`src/rtl/pattern_beacon_pkg.sv`:
```
// Shared types and the per-channel pattern step function for pattern_beacon.
package pattern_beacon_pkg;

  localparam int unsigned MAX_W = 32;

  typedef enum logic [1:0] {
    MODE_INC  = 2'd0,
    MODE_DEC  = 2'd1,
    MODE_LFSR = 2'd2,
    MODE_WALK = 2'd3
  } mode_t;

  typedef enum logic {
    ST_IDLE = 1'b0,
    ST_SEND = 1'b1
  } state_t;

  // Next pattern value for a w-bit channel; zero escapes to 1 for LFSR/WALK.
  function automatic logic [MAX_W-1:0] next_value(input logic [MAX_W-1:0] v,
                                                  input mode_t             m,
                                                  input int unsigned       w,
                                                  input logic [MAX_W-1:0] taps);
    logic [MAX_W-1:0] mask;
    logic [MAX_W-1:0] r;
    mask = MAX_W'((64'd1 << w) - 64'd1);
    r    = v;
    case (m)
      MODE_INC:  r = (v + MAX_W'(1)) & mask;
      MODE_DEC:  r = (v - MAX_W'(1)) & mask;
      MODE_LFSR: r = (v == '0) ? MAX_W'(1) : (((v >> 1) ^ (v[0] ? taps : '0)) & mask);
      MODE_WALK: r = (v == '0) ? MAX_W'(1) : (((v << 1) | (v >> (w - 1))) & mask);
      default:   r = v;
    endcase
    return r;
  endfunction

endpackage

```
`src/rtl/pattern_beacon_timer.sv`:
```
// Free-running period counter; tick marks the last cycle of each period while enabled.
module beacon_timer #(
  parameter int unsigned PERIOD = 10000
) (
  input  logic clk,
  input  logic rst,
  input  logic en,
  output logic tick
);

  localparam int unsigned CNT_W = $clog2(PERIOD);

  logic [CNT_W-1:0] cnt_q;
  logic             at_end;

  assign at_end = (cnt_q == CNT_W'(PERIOD - 1));
  assign tick   = en && at_end;

  always_ff @(posedge clk) begin
    if (rst || !en || at_end) cnt_q <= '0;
    else                      cnt_q <= cnt_q + CNT_W'(1);
  end

endmodule

```
`src/rtl/pattern_beacon.sv`:
```
// Periodic multi-channel test-pattern streamer with valid/ready output and overrun counting.
module pattern_beacon
  import pattern_beacon_pkg::*;
#(
  parameter int unsigned           DATA_W    = 8,
  parameter int unsigned           N_CH      = 4,
  parameter int unsigned           PERIOD    = 10000,
  parameter logic [DATA_W-1:0]     LFSR_TAPS = DATA_W'(8'hB8),
  localparam int unsigned          CH_W      = (N_CH > 1) ? $clog2(N_CH) : 1
) (
  input  logic              clk,
  input  logic              rst,
  input  logic              en,
  input  logic [1:0]        mode,
  input  logic              tx_ready,
  output logic              tx_valid,
  output logic [DATA_W-1:0] tx_data,
  output logic [CH_W-1:0]   tx_chan,
  output logic              frame_done,
  output logic [7:0]        overrun_cnt
);

  logic              tick;
  state_t            state_q,      state_d;
  mode_t             mode_q,       mode_d;
  logic              tx_valid_q,   tx_valid_d;
  logic [DATA_W-1:0] tx_data_q,    tx_data_d;
  logic [CH_W-1:0]   tx_chan_q,    tx_chan_d;
  logic              frame_done_q, frame_done_d;
  logic [7:0]        overrun_q,    overrun_d;
  logic [DATA_W-1:0] value_q [N_CH];
  logic [DATA_W-1:0] value_d [N_CH];
  logic [DATA_W-1:0] cur_value;
  logic [DATA_W-1:0] nxt_value;

  beacon_timer #(.PERIOD(PERIOD)) u_timer (
    .clk  (clk),
    .rst  (rst),
    .en   (en),
    .tick (tick)
  );

  // Value of the channel currently on the bus and its successor under the frame's mode.
  always_comb begin
    cur_value = '0;
    for (int k = 0; k < N_CH; k++) begin
      if (CH_W'(k) == tx_chan_q) cur_value = value_q[k];
    end
    nxt_value = DATA_W'(next_value(MAX_W'(cur_value), mode_q, DATA_W, MAX_W'(LFSR_TAPS)));
  end

  always_comb begin
    state_d      = state_q;
    mode_d       = mode_q;
    tx_valid_d   = tx_valid_q;
    tx_data_d    = tx_data_q;
    tx_chan_d    = tx_chan_q;
    frame_done_d = 1'b0;
    overrun_d    = overrun_q;
    value_d      = value_q;
    case (state_q)
      ST_IDLE: begin
        if (tick) begin
          state_d    = ST_SEND;
          mode_d     = mode_t'(mode);
          tx_chan_d  = '0;
          tx_data_d  = value_q[0];
          tx_valid_d = 1'b1;
        end
      end
      ST_SEND: begin
        if (tick && overrun_q != 8'hFF) overrun_d = overrun_q + 8'd1;
        if (tx_ready) begin
          for (int k = 0; k < N_CH; k++) begin
            if (CH_W'(k) == tx_chan_q) value_d[k] = nxt_value;
          end
          if (tx_chan_q == CH_W'(N_CH - 1)) begin
            tx_valid_d   = 1'b0;
            state_d      = ST_IDLE;
            frame_done_d = 1'b1;
          end else begin
            tx_chan_d = tx_chan_q + CH_W'(1);
            for (int k = 0; k < N_CH; k++) begin
              if (CH_W'(k) == tx_chan_d) tx_data_d = value_q[k];
            end
          end
        end
      end
      default: state_d = ST_IDLE;
    endcase
  end

  // Reset reseeds channel k with k so each channel starts from a distinct value.
  always_ff @(posedge clk) begin
    if (rst) begin
      state_q      <= ST_IDLE;
      mode_q       <= MODE_INC;
      tx_valid_q   <= 1'b0;
      tx_data_q    <= '0;
      tx_chan_q    <= '0;
      frame_done_q <= 1'b0;
      overrun_q    <= '0;
      for (int k = 0; k < N_CH; k++) value_q[k] <= DATA_W'(k);
    end else begin
      state_q      <= state_d;
      mode_q       <= mode_d;
      tx_valid_q   <= tx_valid_d;
      tx_data_q    <= tx_data_d;
      tx_chan_q    <= tx_chan_d;
      frame_done_q <= frame_done_d;
      overrun_q    <= overrun_d;
      value_q      <= value_d;
    end
  end

  assign tx_valid    = tx_valid_q;
  assign tx_data     = tx_data_q;
  assign tx_chan     = tx_chan_q;
  assign frame_done  = frame_done_q;
  assign overrun_cnt = overrun_q;

endmodule

```
`config.mk`:
```
export PLATFORM = sky130hd
export DESIGN_NAME = pattern_beacon
export DESIGN_NICKNAME = d
export VERILOG_FILES = /design/src/rtl/pattern_beacon_pkg.sv /design/src/rtl/pattern_beacon_timer.sv /design/src/rtl/pattern_beacon.sv
export SDC_FILE = /design/constraint.sdc
export NUM_CORES = 1
export LEC_CHECK = 0
export CAP_MARGIN = 40
export CORE_AREA = 2 2 101 93
export CTS_CLUSTER_SIZE = 14
export DETAILED_ROUTE_END_ITERATION = 16
export DIE_AREA = 0 0 103 95
export DONT_BUFFER_PORTS = 1
export HOLD_SLACK_MARGIN = 0.12
export PLACE_DENSITY = 0.64
export SETUP_SLACK_MARGIN = 0.2
export SLEW_MARGIN = 20
export SYNTH_ARGS = -nofsm -noshare
export SYNTH_HDL_FRONTEND = slang
export SYNTH_SLANG_ARGS = --single-unit
```
`constraint.sdc`:
```
create_clock -name clk -period 6.3 [get_ports clk]
set_clock_uncertainty 0.05 [all_clocks]
set_input_delay 0.63 -clock clk [delete_from_list [all_inputs] [get_ports clk]]
set_output_delay 0.63 -clock clk [all_outputs]
set_load 0.005 [all_outputs]
```
==> metrics.csv, run 1 <==
stage;metric;value;unit
run_status;result of the run;finished clean;
timing;Final Setup Violations;0;
timing;Post-Route Hold Slack;0.295;ns
detailed_routing;Total Routed Length;11000;µm
detailed_routing;DRC marker count from the first detailed-route iteration;252;
floorplanning;count of standard-cell rows;33;
critical_path;RR Startpoint;tx_chan[0];
cells_and_area;antenna diode instance count;0;
critical_path;critical path, cell by cell;inv_1, ha_1, buf_4, or2_2, o311a_1, ha_1, and2_1, and3b_1, a211oi_1, o21ai_0, xnor2_1, o32ai_1;
floorplanning;Die ar.;9790;µm²
pwr;Peak supply drop;0.129;mV
hold_path;hold path start;rst;
logic_synthesis;most instantiated flip-flop cell in the synthesis netlist;sky130_fd_sc_hd__dfxtp_1;
floorplanning;number of top-level design ports;26;
clock_tree;clock tree buffer depth;2;
logic_synthesis;number of synthesized flops with an enable pin;0;
placed_design;half-perimeter wire length after detailed placement;7660;µm
timing;PnR worst setup slack;2.49;ns
hold_path;hold endpoint;overrun_cnt[4];
detailed_routing;met1 WL;4860;µm
floorplanning;placeable core region;8840;µm²
critical_path;arrival time of the worst setup path;3.98;ns
detailed_routing;drt pass-1 iters;5;
hold_path;Hold WC Path Type;input pin to flop;
detailed_routing;detailed-routed wire length on met3;522;µm
logic_synthesis;net count after synthesis;540;
critical_path;classification of the worst setup path;flop to flop;
clock_tree;Post-CTS Resized;0;
detailed_routing;routed wl met2;5210;µm
logic_synthesis;Synth Cell Area;4180;µm²
critical_path;setup slack on the worst flop-to-flop path;2.49;ns
detailed_routing;total via count after detailed routing;3778;
detailed_routing;Avg Vias per Cell;6.06;
timing;Hold Vio Cnt, Final;0;
clock_tree;clk_lat worst skew;0.35;ns
clock_tree;clock tree sinks;69;
cells_and_area;number of non-filler instances in the completed layout;623;
global_route;GRT Total Usage;23.8;%
critical_path;worst r2r path cells;12;
placed_design;pre-CTS setup slack;2.54;ns
timing;accumulated negative setup slack;0;ns
clock_tree;total setup buffers inserted after CTS;0;
global_route;pin count of the biggest net entering global routing;64;
logic_synthesis;Post-Syn Instances;520;
detailed_routing;uppermost signal routing layer after detailed routing;met4;
clock_tree;count of hold-fix buffers inserted at cts;0;
placed_design;number of input and output port buffers inserted;0;
clock_tree;CTS H-tree depth;3;
logic_synthesis;library cells used by synthesis;69;
critical_path;highest net fanout along the worst path;36;
timing;Slew headroom;48.2;%
detailed_routing;remaining antenna violation count after routing;0;
pwr;power per cell area;183;nW/µm²
timing;total count of max-transition violations in the final report;0;
logic_synthesis;share of async-settable or async-resettable flops after synthesis;0;%
global_route;total gr overflow;0;
timing;setup repair after global routing missed its margin;no;
detailed_routing;Remaining DRCs;0;
logic_synthesis;average size of a mapped cell;8.04;µm²
floorplanning;vertical extent of the die;95;µm
logic_synthesis;count of yosys warnings during synthesis;0;
clock_tree;root buffer cell;sky130_fd_sc_hd__clkbuf_8;
cells_and_area;post-route design area;4390;µm²
hold_path;number of cells on the worst hold path;1;
logic_synthesis;post-synthesis sequential area ratio;33.1;%
detailed_routing;wire per inst;17.7;µm
pwr;total power draw;0.802;mW
floorplanning;Starting Density;47.3;%
floorplanning;Die X-Extent;103;µm
timing;min Tclk post-route;3.81;ns
job;count of maximum capacitance violations;0;
cells_and_area;Nets;516;
critical_path;category of the worst setup path capture point;flop;
critical_path;startpoint type of the worst setup path;flop;
clock_tree;clock tree from TritonCTS;yes;
critical_path;crit path launch;tx_chan[0];
critical_path;required time at the worst-slack endpoint;6.47;ns
logic_synthesis;FF+latch count, synth;69;
placed_design;placer's final routability congestion estimate;0.967;
critical_path;most common cell type on the critical path;sky130_fd_sc_hd__ha_1;
global_route;global-route wire length before repair;18000;µm
pwr;standby leakage power;1.46;nW
timing;actual slew at the worst max-slew pin;0.776;ns
placed_design;Post-Place Cells;607;
timing;final worst path period share;60.5;%
critical_path;worst-path cell with the longest stage delay;sky130_fd_sc_hd__dfxtp_1;
placed_design;instance area at placement;4200;µm²
clock_tree;CTS buffer count;9;
global_route;number of global-route vias before repair;3503;
cells_and_area;Post-Route Utilization;49.7;%
global_route;antenna violations before repair;0;
cells_and_area;proportion of layout cells with a drive suffix above 1;9.18;%
critical_path;slowest stage delay, CP;0.42;ns
critical_path;destination of the worst register-to-register timing path;value_q[15];
cells_and_area;area growth from synthesis to final layout;5.06;%
timing;maximum clock frequency;0.262;GHz
clock_tree;Clock Pin Slew Worst Setup and Hold Paths;0.08;ns
[layout by cell type (no fill, tap or decap), drive strengths merged, types with 3 or more instances in the layout]
cell,count
or3b,6
dfxtp,69
o31ai,4
a31oi,4
or2,3
nor4,3
nor2,71
nand3,17
clkbuf,11
a221oi,9
o21a,4
ha,13
o32ai,5
o211ai,4
nor3b,6
buf,3
a21oi,40
mux2i,6
inv,19
a211oi,26
and2,6
nor2b,7
or3,5
nor3,14
nand3b,5
a211o,11
and3,6
o211a,3
xnor2,11
a21boi,3
xor2,8
and3b,5
nand2,37
o21ai,14
nand4,9
nand2b,8
[sequential cells by signal (all words and copies together) (netlist names)]
register       flops
mode_q             2
frame_done         1
state_q            1
tx_valid           1
tx_chan            2
overrun_cnt        8
value_q           32
u_timer.cnt_q     14
tx_data            8
[cells in the mapped netlist (7+ instances only)]
cell type	n	area share, %
sky130_fd_sc_hd__ha_1	13	3.9
sky130_fd_sc_hd__nor2b_1	7	1.0
sky130_fd_sc_hd__nand3_1	17	2.0
sky130_fd_sc_hd__inv_1	18	1.6
sky130_fd_sc_hd__nor2_1	71	6.4
sky130_fd_sc_hd__clkbuf_1	30	2.7
sky130_fd_sc_hd__a211oi_1	24	4.3
sky130_fd_sc_hd__nand4_1	9	1.3
sky130_fd_sc_hd__xor2_1	8	1.7
sky130_fd_sc_hd__a21oi_1	38	4.6
sky130_fd_sc_hd__xnor2_1	11	2.3
sky130_fd_sc_hd__o21ai_0	14	1.7
sky130_fd_sc_hd__nand2_1	37	3.3
sky130_fd_sc_hd__a221oi_1	9	1.9
sky130_fd_sc_hd__nor3_1	14	1.7
sky130_fd_sc_hd__dfxtp_1	69	33
sky130_fd_sc_hd__nand2b_1	8	1.2
[power by group]
group | total (mW) | switching [mW] | internal, mW | leakage, nW
logic | 0.00363 | 0.00217 | 0.00145 | 0.815
clock network | 0.362 | 0.177 | 0.185 | 0.0939
registers | 0.437 | 0.000444 | 0.436 | 0.556
total | 0.802 | 0.180 | 0.622 | 1.46
[routing by layer]
metal | global-route usage, % | vias up
li1 | - | 1846
met2 | 37.9 | 113
met1 | 30.8 | 1786
met5 | 0 | -
met4 | 11.4 | 0
met3 | 4.74 | 33
[cell type report]
type	instances	area, µm²
Fill cell	888	4450
Multi-Input combinational cell	395	2570
Sequential cell	69	1380
Tap cell	122	153
Clock buffer	11	131
Inverter	18	67.6
Clock inverter	5	60.1
Timing Repair Buffer	3	22.5
[worst max path at each step]
stage                              to  slack (ns)  depth (start not counted)
after floorplan           value_q[15]        2.99                         12
after global placement    value_q[15]        2.67                         12
after detailed placement  value_q[23]        2.54                         12
after CTS                  value_q[7]        2.52                         12
after global routing      value_q[23]        2.19                         12
final                     value_q[15]        2.49                         12
[worst max-delay path: cells and delay by family (launching register included)]
family / cells / cell delay, ns
compound gates: 4 / 1.12
simple gates: 3 / 0.73
fa+ha+maj: 2 / 0.58
flops: 1 / 0.42
xor+xnor: 1 / 0.41
buf+inv: 2 / 0.36
[kinds of logic after synthesis]
logic type	Yosys count	synth area share [%]
multiplexers	6	1.44
XOR/XNOR	19	3.98
flip-flops	69	33.1
adder cells (fa/ha/maj)	14	4.37
AND/OR/NAND/NOR	212	26.7
AO/OA/AOI/OAI	144	25.1
buffers and inverters	56	5.33
Note: power is estimated with default switching activity, not from simulation.
==> inputs of run 2 (changes only) <==
--- a/config.mk
+++ b/config.mk
@@ -12,7 +12,7 @@
 export DIE_AREA = 0 0 103 95
 export DONT_BUFFER_PORTS = 1
 export HOLD_SLACK_MARGIN = 0.12
-export PLACE_DENSITY = 0.64
+export PLACE_DENSITY = 0.66
 export SETUP_SLACK_MARGIN = 0.2
 export SLEW_MARGIN = 20
 export SYNTH_ARGS = -nofsm -noshare
==> constraint.sdc (replaced) <==
create_clock -name clk -period 3.1 [get_ports clk]
set_clock_uncertainty 0.05 [all_clocks]
set_input_delay 0.31 -clock clk [delete_from_list [all_inputs] [get_ports clk]]
set_output_delay 0.31 -clock clk [all_outputs]
set_load 0.005 [all_outputs]
==> metrics.csv, run 2 (synthesis results as in run 1) <==
stage;metric;value;unit;change
floorplanning;placeable core region;8840;µm²;unchanged
global_route;GR Util met1;33.4;%;+2.6 points
placed_design;placer's final routability congestion estimate;0.993;;+2.7%
detailed_routing;total via count after detailed routing;4046;;+7.1%
clock_tree;root buffer cell;sky130_fd_sc_hd__clkbuf_8;;
placed_design;half-perimeter wire length after detailed placement;8610;µm;+12%
cells_and_area;Nets;552;;+7.0%
global_route;antenna violations before repair;0;;unchanged
clock_tree;CTS buffer count;9;;unchanged
pwr;power per cell area;322;nW/µm²;+76%
critical_path;classification of the worst setup path;flop to flop;;
critical_path;startpoint type of the worst setup path;flop;;
timing;accumulated negative setup slack;0;ns;unchanged
detailed_routing;drt pass-1 iters;5;;unchanged
cells_and_area;leading cell types in the layout, fill and taps excluded;sky130_fd_sc_hd__nor2_1, sky130_fd_sc_hd__dfxtp_1, sky130_fd_sc_hd__a21oi_1;;
floorplanning;Starting Density;47.3;%;unchanged
global_route;global-route met3 utilization;6.29;%;+1.6 points
placed_design;pre-CTS setup slack;0.0639;ns;-2.48 ns
floorplanning;vertical extent of the die;95;µm;unchanged
timing;Slew headroom;48.7;%;+0.49 points
critical_path;category of the worst setup path capture point;flop;;
pwr;standby leakage power;1.66;nW;+13%
critical_path;critical path, cell by cell;inv_4, ha_4, buf_4, or3b_2, o311a_4, ha_4, and2_4, a32oi_1, nor4_1, a311oi_2, buf_4, a211oi_2;;
detailed_routing;wire per inst;19.1;µm;+8.0%
floorplanning;Die X-Extent;103;µm;unchanged
timing;Final Setup Violations;0;;unchanged
global_route;total gr overflow;0;;unchanged
clock_tree;clock tree buffer depth;2;;unchanged
detailed_routing;Remaining DRCs;0;;unchanged
pwr;Int Power;1.19;mW;+91%
global_route;global route hottest layer;met2;;
detailed_routing;Avg Vias per Cell;6.14;;+1.2%
floorplanning;number of top-level design ports;26;;unchanged
timing;actual slew at the worst max-slew pin;0.769;ns;-0.00629 ns
clock_tree;clock tree from TritonCTS;yes;;
run_status;result of the run;finished clean;;
critical_path;highest net fanout along the worst path;5;;-86%
job;count of maximum capacitance violations;0;;unchanged
timing;PnR worst setup slack;0.141;ns;-2.35 ns
global_route;number of global-route vias before repair;3964;;+13%
global_route;global-route wire length before repair;20000;µm;+11%
pwr;switching component of the power;0.392;mW;+120%
cells_and_area;max FFs per register;32;;unchanged
pwr;switching fraction of total power;24.7;%;+2.3 points
timing;total count of max-transition violations in the final report;0;;unchanged
clock_tree;Clock Pin Slew Worst Setup and Hold Paths;0.09;ns;about the same
cells_and_area;register with the highest flop count;value_q;;
timing;Hold Vio Cnt, Final;0;;unchanged
global_route;GRT Total Usage;27.0;%;+3.2 points
cells_and_area;area growth from synthesis to final layout;17.8;%;
floorplanning;count of standard-cell rows;33;;unchanged
timing;maximum clock frequency;0.338;GHz;+29%
global_route;met2 capacity usage during global routing;43.9;%;+6.0 points
detailed_routing;remaining antenna violation count after routing;0;;unchanged
critical_path;worst-path cell with the longest stage delay;sky130_fd_sc_hd__or3b_2;;
timing;final worst path period share;95.4;%;+35 points
cells_and_area;fillers;845;;-4.8%
clock_tree;clock tree sinks;69;;unchanged
cells_and_area;antenna diode instance count;0;;unchanged
critical_path;slowest stage delay, CP;0.47;ns;+0.05 ns
critical_path;arrival time of the worst setup path;3.18;ns;-0.80 ns
detailed_routing;DRC marker count from the first detailed-route iteration;285;;+13%
pwr;sequential fraction of design power;55.9;%;+1.4 points
cells_and_area;Post-Route Utilization;55.7;%;+6.0 points
timing;Post-Route Hold Slack;0.155;ns;-0.140 ns
clock_tree;clk_lat worst skew;0.37;ns;+0.02 ns
timing;setup repair after global routing missed its margin;yes;;
cells_and_area;most common cell after layout, fill and taps aside;sky130_fd_sc_hd__nor2_1;;
cells_and_area;proportion of layout cells with a drive suffix above 1;21.6;%;+12 points
global_route;pin count of the biggest net entering global routing;58;;-9.4%
pwr;Comb power frac;1.9;%;+1.4 points
hold_path;Hold WC Path Type;input pin to flop;;
clock_tree;CTS H-tree depth;3;;unchanged
timing;min Tclk post-route;2.96;ns;-0.854 ns
cells_and_area;largest registers;value_q x32, u_timer.cnt_q x14;;
detailed_routing;Total Routed Length;12600;µm;+14%
floorplanning;Die ar.;9790;µm²;unchanged
placed_design;number of input and output port buffers inserted;0;;unchanged
critical_path;required time at the worst-slack endpoint;3.32;ns;-3.15 ns
pwr;Peak supply drop;0.304;mV;+140%
pwr;clock share of power;42.2;%;-2.9 points
==> run 2: changes by cell type in the layout (fill, tap and decap cells not counted), sizes merged <==
| cell | change |
|---|---|
| dlygate4sd3 | +5 |
| bufinv | -1 |
| clkinvlp | -1 |
| clkbuf | -1 |
| inv | +1 |
| clkinv | +2 |
| buf | +31 |
==> run 2: worst paths after layout <==
kind	start	endpoint	slack [ns]	depth (start not counted)
worst max-delay path	tx_chan[0]	value_q[5]	0.14	12
worst min-delay path	en	tx_valid	0.15	2
worst max register to register	tx_chan[0]	value_q[5]	0.14	12
worst min register to register	u_timer.cnt_q[0]	u_timer.cnt_q[0]	0.40	1
==> run 2: area by class of cell <==
cell class	instances	area (µm²)	area share, %
tap	122	153	3.10
clock buffer	10	128	2.59
clock inverter	6	46.3	0.941
sequential	69	1390	28.2
timing repair buffer	39	329	6.69
multi-input combinational	395	2800	57.0
inverter	18	72.6	1.47
==> run 2: per-layer routing <==
metal	vias to the layer above	routed length, µm	share of wire [%]
li1	1915	-	-
met1	1933	5270	42
met2	166	5980	48
met3	32	921	7.3
met4	0	404	3.2
met5	-	0	0
==> run 2: repair_timing <==
| action | CTS | global route |
|---|---|---|
| gates resized for setup | 19 | 17 |
| hold buffers | 6 | 0 |
| pin swaps | 20 | 14 |
| endpoints found under the hold margin | 55 | 0 |
| buffers inserted | 9 | 3 |
| endpoints found under the setup margin | 16 | 20 |
==> run 2: critical path, delay by kind of cell (launching register included) <==
family          cells  cell delay (ns)
compound gates      4             0.60
fa+ha+maj           2             0.46
buf+inv             3             0.37
flops               1             0.39
simple gates        3             0.99
==> run 2: stage by stage <==
| step | total power, mW | std cells | instance area (µm²) |
|---|---|---|---|
| detailed placement | 0.915 | 625 | 4410 |
| CTS | 1.61 | 656 | 4810 |
| global placement | 0.915 | 625 | 4410 |
| global route | 1.63 | 659 | 4920 |
| finish | 1.58 | 659 | 4920 |
| floorplan | 0.926 | 520 | 4290 |
==> run 2: power by group through the flow <==
stage / Clock, mW / Combinational (mW) / Sequential (mW)
after floorplan: 0 / 0.0190 / 0.907
after global routing: 0.716 / 0.0324 / 0.886
after detailed placement: 0 / 0.00750 / 0.908
after CTS: 0.695 / 0.0296 / 0.886
final: 0.668 / 0.0296 / 0.886
after global placement: 0 / 0.00718 / 0.907
==> inputs of run 3 (changes only) <==
--- a/config.mk
+++ b/config.mk
@@ -6,13 +6,15 @@
 export NUM_CORES = 1
 export LEC_CHECK = 0
 export CAP_MARGIN = 40
-export CORE_AREA = 2 2 101 93
+export CELL_PAD_IN_SITES_DETAIL_PLACEMENT = 1
+export CELL_PAD_IN_SITES_GLOBAL_PLACEMENT = 1
+export CORE_AREA = 2 2 107 99
 export CTS_CLUSTER_SIZE = 14
 export DETAILED_ROUTE_END_ITERATION = 16
-export DIE_AREA = 0 0 103 95
+export DIE_AREA = 0 0 109 101
 export DONT_BUFFER_PORTS = 1
 export HOLD_SLACK_MARGIN = 0.12
-export PLACE_DENSITY = 0.66
+export PLACE_DENSITY = 0.75
 export SETUP_SLACK_MARGIN = 0.2
 export SLEW_MARGIN = 20
 export SYNTH_ARGS = -nofsm -noshare
==> metrics.csv, run 3 (synthesis results as in run 1) <==
stage;metric;value;unit;change
global_route;total gr overflow;0;;unchanged
clock_tree;CTS buffer count;9;;unchanged
hold_path;hold path start;rst;;
timing;Hold Vio Cnt, Final;0;;unchanged
floorplanning;placeable core region;9940;µm²;+13%
job;count of maximum capacitance violations;0;;unchanged
global_route;antenna violations before repair;0;;unchanged
detailed_routing;Total Routed Length;15300;µm;+21%
timing;Slew headroom;47.7;%;-1.1 points
placed_design;placer's final routability congestion estimate;0.988;;-0.49%
cells_and_area;antenna diode instance count;0;;unchanged
timing;Post-Route Hold Slack;0.161;ns;+0.00623 ns
placed_design;half-perimeter wire length after detailed placement;9760;µm;+13%
clock_tree;clock tree buffer depth;2;;unchanged
critical_path;classification of the worst setup path;flop to flop;;
clock_tree;CTS H-tree depth;3;;unchanged
pwr;power per cell area;307;nW/µm²;-4.5%
cells_and_area;number of non-filler instances in the completed layout;681;;+3.3%
timing;total count of max-transition violations in the final report;0;;unchanged
hold_path;number of cells on the worst hold path;2;;unchanged
cells_and_area;most common cell after layout, fill and taps aside;sky130_fd_sc_hd__nor2_1;;
run_status;result of the run;finished clean;;
placed_design;instance area at placement;4410;µm²;about the same
global_route;GRT Total Usage;28.6;%;+1.6 points
cells_and_area;leading cell types in the layout, fill and taps excluded;sky130_fd_sc_hd__nor2_1, sky130_fd_sc_hd__dfxtp_1, sky130_fd_sc_hd__buf_4;;
timing;accumulated negative setup slack;0;ns;unchanged
timing;setup repair after global routing missed its margin;yes;;
critical_path;highest net fanout along the worst path;5;;unchanged
floorplanning;Starting Density;42.0;%;-5.3 points
detailed_routing;DRC marker count from the first detailed-route iteration;374;;+31%
global_route;pin count of the biggest net entering global routing;56;;-3.4%
clock_tree;clock tree sinks;69;;unchanged
cells_and_area;largest registers;value_q x32, u_timer.cnt_q x14;;
detailed_routing;Remaining DRCs;0;;unchanged
timing;maximum clock frequency;0.325;GHz;-3.9%
critical_path;destination of the worst register-to-register timing path;value_q[27];;
detailed_routing;remaining antenna violation count after routing;0;;unchanged
cells_and_area;Nets;567;;+2.7%
clock_tree;clk_lat worst skew;0.37;ns;about the same
hold_path;hold endpoint;value_q[7];;
timing;actual slew at the worst max-slew pin;0.785;ns;+0.0158 ns
clock_tree;clock tree from TritonCTS;yes;;
critical_path;arrival time of the worst setup path;3.31;ns;+0.13 ns
critical_path;crit path launch;tx_chan[1];;
critical_path;startpoint type of the worst setup path;flop;;
global_route;global-route wire length before repair;23900;µm;+20%
placed_design;number of input and output port buffers inserted;0;;unchanged
cells_and_area;register with the highest flop count;value_q;;
floorplanning;number of top-level design ports;26;;unchanged
timing;min Tclk post-route;3.08;ns;+0.121 ns
global_route;number of global-route vias before repair;4394;;+11%
floorplanning;count of standard-cell rows;35;;+6.1%
critical_path;worst r2r path cells;12;;unchanged
floorplanning;Die ar.;11000;µm²;+13%
cells_and_area;proportion of layout cells with a drive suffix above 1;27.5;%;+5.9 points
clock_tree;Clock Pin Slew Worst Setup and Hold Paths;0.08;ns;about the same
timing;Final Setup Violations;0;;unchanged
cells_and_area;fillers;1172;;+39%
pwr;standby leakage power;1.80;nW;+8.4%
timing;final worst path period share;99.4;%;+3.9 points
detailed_routing;drt pass-1 iters;5;;unchanged
floorplanning;vertical extent of the die;101;µm;+6.3%
cells_and_area;max FFs per register;32;;unchanged
detailed_routing;wire per inst;22.4;µm;+17%
hold_path;Hold WC Path Type;input pin to flop;;
detailed_routing;total via count after detailed routing;4304;;+6.4%
pwr;Peak supply drop;0.272;mV;-11%
floorplanning;Die X-Extent;109;µm;+5.8%
critical_path;category of the worst setup path capture point;flop;;
critical_path;RR Startpoint;tx_chan[1];;
critical_path;required time at the worst-slack endpoint;3.33;ns;about the same
detailed_routing;Avg Vias per Cell;6.32;;+2.9%
placed_design;Post-Place Cells;631;;+0.96%
cells_and_area;post-route design area;5220;µm²;+6.0%
clock_tree;root buffer cell;sky130_fd_sc_hd__clkbuf_8;;
critical_path;setup slack on the worst flop-to-flop path;0.02;ns;-0.12 ns
cells_and_area;area growth from synthesis to final layout;24.8;%;
-- run 3: cell count changes in the layout (fill, tap and decap cells not counted), moves of 3 or more --
cell and change:
sky130_fd_sc_hd__buf_4 +8, sky130_fd_sc_hd__a211oi_1 -3, sky130_fd_sc_hd__buf_6 +7, sky130_fd_sc_hd__o31ai_1 -3, sky130_fd_sc_hd__ha_2 -3, sky130_fd_sc_hd__or3b_4 +3, sky130_fd_sc_hd__and2_4 +3, sky130_fd_sc_hd__a211oi_4 +3
sky130_fd_sc_hd__o31ai_2 +3
-- run 3: power breakdown --
part           total, mW  internal, mW  switching (mW)  leakage (nW)
Combinational     0.0292        0.0100          0.0191          1.15
Clock              0.688         0.314           0.374        0.0897
Sequential         0.886         0.885        0.000898         0.558
Total               1.60          1.21           0.394          1.80
-- run 3: worst max path at each step --
stage	to	cells past startpoint
after global placement	value_q[15]	12
after CTS	value_q[27]	12
after detailed placement	value_q[13]	10
final	value_q[27]	12
after global routing	value_q[27]	12
after floorplan	value_q[15]	13
-- run 3: critical path, cell delays in order, from the launching register on --
cell and delay (ns):
sky130_fd_sc_hd__dfxtp_4 0.39, sky130_fd_sc_hd__ha_4 0.20, sky130_fd_sc_hd__buf_6 0.13, sky130_fd_sc_hd__a211o_1 0.25, sky130_fd_sc_hd__o211ai_1 0.26, sky130_fd_sc_hd__inv_1 0.12
sky130_fd_sc_hd__ha_4 0.23, sky130_fd_sc_hd__and2_4 0.16, sky130_fd_sc_hd__and3b_2 0.22, sky130_fd_sc_hd__a211oi_4 0.28, sky130_fd_sc_hd__xor2_1 0.13, sky130_fd_sc_hd__o22a_2 0.31
sky130_fd_sc_hd__a211oi_2 0.25
-- run 3: repair_timing --
item	in CTS	in global routing
hold buffers	5	0
gates resized for setup	53	21
pin swaps	33	13
buffers inserted	22	7
setup endpoints to repair	20	25
endpoints found under the hold margin	55	0
-- run 3: layout make-up --
class / count / area [µm²] / share of cell area, %
clock buffers: 11 / 141 / 2.71
clock inverters: 5 / 35.0 / 0.672
repair buffers: 54 / 473 / 9.07
flip-flops and latches: 69 / 1390 / 26.6
inverters: 18 / 72.6 / 1.39
multi-input cells: 395 / 2940 / 56.4
well taps: 129 / 161 / 3.10
-- run 3: per-layer routing --
layer  track usage, %  vias to the layer above  part of all wire [%]  wire length, µm
li1                 -                     1946                     -                -
met1             35.4                     2144                    41             6260
met2             47.7                      153                    50             7600
met3             7.05                       61                   5.2              793
met4             11.3                        0                   3.9              600
met5                0                        -                     0                0
-- run 3: through the flow --
step                setup WS, ns  utilization (%)  power (mW)
floorplan                  0.185                -       0.926
global placement           0.143             44.4       0.915
detailed placement       -0.0705             44.4       0.915
CTS                        0.128             50.9        1.61
global route             -0.0846             52.5        1.66
finish                    0.0201             52.5        1.60
